## src/rtl/mem_if_pkg.sv

```systemverilog
// Shared memory-interface types for the line refill path and the cache.
// Holds the refill FSM encoding and line-geometry helpers.
package mem_if_pkg;

  typedef enum logic [1:0] {
    IDLE = 2'd0,
    REQ  = 2'd1,
    DONE = 2'd2
  } refill_state_t;

  localparam int unsigned WORD_BYTES = 4;

  function automatic int unsigned words_per_line(
    input int unsigned obits
  );
    return (32'd1 << obits) / WORD_BYTES;
  endfunction

  // Clears the byte-offset bits of an address.
  function automatic logic [31:0] line_base(
    input logic [31:0] addr,
    input int unsigned obits
  );
    return addr & ~((32'd1 << obits) - 32'd1);
  endfunction

endpackage

```

## src/rtl/line_refill_unit.sv

```systemverilog
// Line refill unit: assembles a cache line from 32-bit memory words.
// Ports: clk_i/rstn_i; cache req_en_i/req_addr_i -> line_valid_o/line_data_o;
//        refill_busy_o; memory mem_req_o/mem_addr_o <- mem_ack_i/mem_rdata_i.
module line_refill_unit
  import mem_if_pkg::*;
#(
  parameter  int unsigned ByteOffsetBits = 5,
  localparam int unsigned NrWordsPerLine = words_per_line(ByteOffsetBits),
  localparam int unsigned LineSize       = 32 * NrWordsPerLine
) (
  input  logic                clk_i,
  input  logic                rstn_i,
  input  logic                req_en_i,
  input  logic [31:0]         req_addr_i,
  output logic                line_valid_o,
  output logic [LineSize-1:0] line_data_o,
  output logic                refill_busy_o,
  output logic                mem_req_o,
  output logic [31:0]         mem_addr_o,
  input  logic                mem_ack_i,
  input  logic [31:0]         mem_rdata_i
);

  localparam int unsigned CntW = $clog2(NrWordsPerLine);
  localparam logic [CntW-1:0] LastCnt = CntW'(NrWordsPerLine - 1);

  refill_state_t state_q, state_d;
  logic [31:0]   base_q, base_d;
  logic [CntW-1:0] cnt_q, cnt_d;
  logic          stale_q, stale_d;
  logic [NrWordsPerLine-1:0][31:0] buf_q, buf_d;

  always_comb begin
    state_d = state_q;
    base_d  = base_q;
    cnt_d   = cnt_q;
    stale_d = stale_q;
    buf_d   = buf_q;
    unique case (state_q)
      IDLE: begin
        if (req_en_i) begin
          state_d = REQ;
          base_d  = line_base(req_addr_i, ByteOffsetBits);
          cnt_d   = '0;
          stale_d = 1'b0;
        end
      end
      REQ: begin
        // A dropped request only marks the line stale; the
        // memory request is never retracted before its ack.
        if (!req_en_i) stale_d = 1'b1;
        if (mem_ack_i) begin
          buf_d[cnt_q] = mem_rdata_i;
          cnt_d = cnt_q + CntW'(1);
          if (cnt_q == LastCnt) state_d = DONE;
        end
      end
      DONE: state_d = IDLE;
      default: state_d = IDLE;
    endcase
  end

  always_ff @(posedge clk_i or negedge rstn_i) begin
    if (!rstn_i) begin
      state_q <= IDLE;
      base_q  <= '0;
      cnt_q   <= '0;
      stale_q <= 1'b0;
      buf_q   <= '0;
    end else begin
      state_q <= state_d;
      base_q  <= base_d;
      cnt_q   <= cnt_d;
      stale_q <= stale_d;
      buf_q   <= buf_d;
    end
  end

  assign mem_req_o     = (state_q == REQ);
  assign mem_addr_o    = base_q
                       + {{(30-CntW){1'b0}}, cnt_q, 2'b00};
  assign refill_busy_o = (state_q != IDLE);
  assign line_data_o   = buf_q;

  // Address is compared live so a cache that moved on during
  // DONE gets no pulse; req_en_i is deliberately not used here.
  assign line_valid_o = (state_q == DONE) && !stale_q
    && (line_base(req_addr_i, ByteOffsetBits) == base_q);

endmodule

```

## config.mk

```make
export PLATFORM = sky130hd
export DESIGN_NAME = line_refill_unit
export DESIGN_NICKNAME = d
export VERILOG_FILES = /design/src/rtl/mem_if_pkg.sv /design/src/rtl/line_refill_unit.sv
export SDC_FILE = /design/constraint.sdc
export NUM_CORES = 1
export LEC_CHECK = 0
export ABC_AREA = 1
export CAP_MARGIN = 25
export CORE_MARGIN = 3
export CORE_UTILIZATION = 25
export DETAILED_ROUTE_END_ITERATION = 6
export DONT_BUFFER_PORTS = 1
export GPL_TIMING_DRIVEN = 1
export PLACE_DENSITY = 0.5
export REMOVE_ABC_BUFFERS = 1
export SLEW_MARGIN = 0
export SYNTH_ARGS = -nofsm -noshare
export SYNTH_HDL_FRONTEND = slang
export SYNTH_SLANG_ARGS = --single-unit
```

## constraint.sdc

```tcl
create_clock -name clk_i -period 1.55 [get_ports clk_i]
set_clock_uncertainty 0.05 [all_clocks]
set_input_delay 0.155 -clock clk_i [delete_from_list [all_inputs] [get_ports clk_i]]
set_output_delay 0.155 -clock clk_i [all_outputs]
set_load 0.005 [all_outputs]
```

==> results by group <==
Route
  • Via-per-instance ratio: 4.759
  • Router iterations before antenna repair: 4
  • Vias: 9100
  • Wire per inst: 26.23 um
  • Routed wire length: 50.14 mm
  • Drc violations: 0
  • Number of routed nets with antenna violations: 0
  • Iter 0 DRT Violations: 523

GRT
  • Grt ovf: 0
  • Vias in the first global route: 8280
  • Total Routing Usage GR: 0.1482
  • Initial antenna violation count: 0
  • First-pass GRT wire length: 53.18 mm
  • Pin count of the biggest net entering global routing: 290

Synthesis
  • Main synth FF type: dfrtp_1
  • Area share of the largest cell type after synthesis: 0.6420
  • Syn_area_per_cell: 10.02 sq um
  • Register bit total from synthesis: 289
  • Post-Syn Area: 11260 sq um
  • Yosys warning total: 0
  • FFs w/ async S/R, synth: 1.000
  • Most numerous cell in the Yosys netlist: dfrtp_1
  • Synth top cells by count: dfrtp_1 (289), nor2_1 (240), a21oi_1 (192)
  • Netlist cell types: 25
  • Mapped Cells: 1124
  • Largest cells by area after synthesis: dfrtp_1 (64%), a21oi_1 (8.5%), nor2_1 (8.0%), nand2_1 (5.0%), inv_1 (2.7%)
  • Cell taking the most area after synthesis: dfrtp_1
  • Number of synthesized flops with an enable pin: 0
  • Sequential element share of the synthesized area: 0.6420

STA
  • Fin. max-slew vios: 0
  • Fin crit share: 1.194
  • Fin worst setup slack: -0.3006 ns
  • F_max: 540.4 MHz
  • RSZ-0062 raised after global routing: yes
  • Rel. slew slack: 0.5920
  • Worst Tran Pin Value: 0.6113 ns
  • Setup violators final: 225
  • Min Hold Slack: -0.7296 ns
  • Final min period: 1.851 ns
  • Final Hold Viols: 289

Placement
  • Port Buffers: 0
  • Final GP Congestion: 0.7353
  • Hpwl dp: 21.73 mm
  • DP Area: 12010 sq um
  • Place WS: -0.005683 ns

Finish
  • NumNets Final: 1370
  • Area of the multi-input gates: 5529 sq um
  • Design Area, Final: 17990 sq um
  • Fill count: 4167
  • P&R area growth vs syn: 59.72%
  • Diodes inserted: 0
  • Seq. cell area: 7233 sq um
  • Share of layout cells above drive strength 1: 0.4644

CTS
  • CTS sink cnt: 289
  • CTS Hold Buffers Added: 61
  • CTS tree: yes
  • Reg clk slew, reported paths: 0.06 ns
  • H-tree levels: 2
  • Clock root buffer master: clkbuf_16
  • Clk buf depth: 3
  • TritonCTS Buffers: 34
  • Later-pin clock latency in the skew report: 0.51 ns

Setup path
  • CP endpoint kind: output port
  • Worst EP required: 1.34 ns
  • Slowest library cell on the worst path: dfrtp_1
  • WS Path Type: flop to output port
  • Arrival @ worst endpoint: 1.65 ns
  • CP max FO: 4
  • Crit path buffers/inverters: 1
  • Critical Path Start Type: flop
  • Crit-path max cell delay: 0.42 ns
  • Top cell by count, worst path: nand2_1
  • CP top delay family: simple AND/OR/NAND/NOR gates
  • Cell Chain, Critical Path: inv_1 > nand2_1 > nand2_1 > nor2_1 > nand2_1 > nor2_2 > nand2_2 > nor2_4

Die
  • Die height: 218.3 um
  • Num rows: 77
  • Core area: 44320 sq um
  • Initial core utilization: 0.2542
  • Top Ports: 359
  • Die ar.: 47640 sq um
  • Chip width: 218.3 um

Pwr
  • P per Cell Area: 2056 nW/um^2
  • Leak Pwr: 7.405 nW
  • Peak VDD IR: 1.138 mV

Outcome
  • Failing checks: hold timing, setup timing
  • Status: complete, but fails checks

Worst hold path
  • Min-delay worst type: input pin to asynchronous set/reset pin

Flow run
  • Max cap viols: 0
==> timing repair <==
item                                    in CTS  in global routing
endpoints found under the hold margin      572                289
gates resized for setup                     41                612
pin swaps                                    9                 69
setup buffers                               14                 37
endpoints found under the setup margin      11                258
gates cloned                                11                 50
==> power breakdown <==
group	leakage [nW]	switching [W]	internal, W
combinational	3.52	0.00625	0.00687
sequential	3.38	0.00505	0.0113
clock	0.502	0.00318	0.00434
==> area by class of cell <==
type	instances	share of cell area
tap	592	0.04117
clock buffer	47	0.05341
inverter	81	0.01704
multi-input combinational	700	0.3073
clock inverter	9	0.003686
sequential	289	0.4020
timing repair buffer	194	0.1754
==> worst paths after layout <==
check | slack [ns] | depth (start not counted) | endpoint | from
worst min-delay path | -0.73 | 0 | line_data_o[133] | rstn_i
max in group asynchronous | 1.71 | 0 | line_data_o[214] | rstn_i
worst max register to register | -0.28 | 13 | line_data_o[88] | state_q[1]
min in group clk_i | 0.25 | 3 | base_q[31] | req_addr_i[31]
worst max-delay path | -0.30 | 8 | line_valid_o | base_q[27]
worst min register to register | 0.46 | 2 | line_data_o[192] | line_data_o[192]
==> through the flow <==
step	std cells	setup TNS [ns]	power, W	utilization	hold WS (ns)
floorplan	1070	-23.68	0.01858	-	-0.1906
global placement	1687	0	0.02126	0.2711	-0.1833
detailed placement	1687	-0.03199	0.02158	0.2711	-0.1816
CTS	1829	-24.94	0.03052	0.3214	-0.7619
global route	1912	-55.88	0.03907	0.4060	-0.7663
finish	1912	-36.87	0.03699	0.4060	-0.7296
==> sequential cells by signal (all words and copies together) (netlist names) <==
register	count
base_q	27
cnt_q	3
line_data_o	256
stale_q	1
state_q	2
==> worst reg2reg max path, delay by kind of cell, from the launching register on <==
kind / cells / cell delay, ns
flops: 1 / 0.39
compound gates: 1 / 0.09
simple gates: 5 / 0.39
buf+inv: 7 / 0.84
==> layout by cell type, fill, tap and decap left out, drive strengths merged <==
| master | instances |
|---|---|
| dfrtp | 289 |
| nor2 | 248 |
| a21oi | 224 |
| nand2 | 153 |
| buf | 100 |
| inv | 82 |
| clkbuf | 80 |
| dlygate4sd3 | 61 |
| o21ai | 57 |
| xnor2 | 7 |
| clkinv | 7 |
| nand3 | 3 |
| ha | 2 |
| conb | 2 |
| nor3 | 2 |
| o21a | 1 |
| nand4 | 1 |
| clkinvlp | 1 |
==> logic make-up (layout without fill, tap and decap cells) <==
group	after synthesis	in the layout	synth area share
simple gates	407	407	0.1516
compound gates	282	282	0.1362
fa+ha+maj	2	2	0.002221
flops	289	289	0.6420
xor+xnor	7	7	0.005443
buf+inv	136	331	0.06220
other cells	1	2	0.0003329
==> layer usage <==
metal,vias up,global-route usage,wire length [um]
li1,3967,-,-
met5,-,0,0
met2,385,0.2375,24140
met3,84,0.06994,4871
met1,4664,0.1750,19450
met4,0,0.05110,1679
Note: power is estimated with default switching activity, not from simulation.
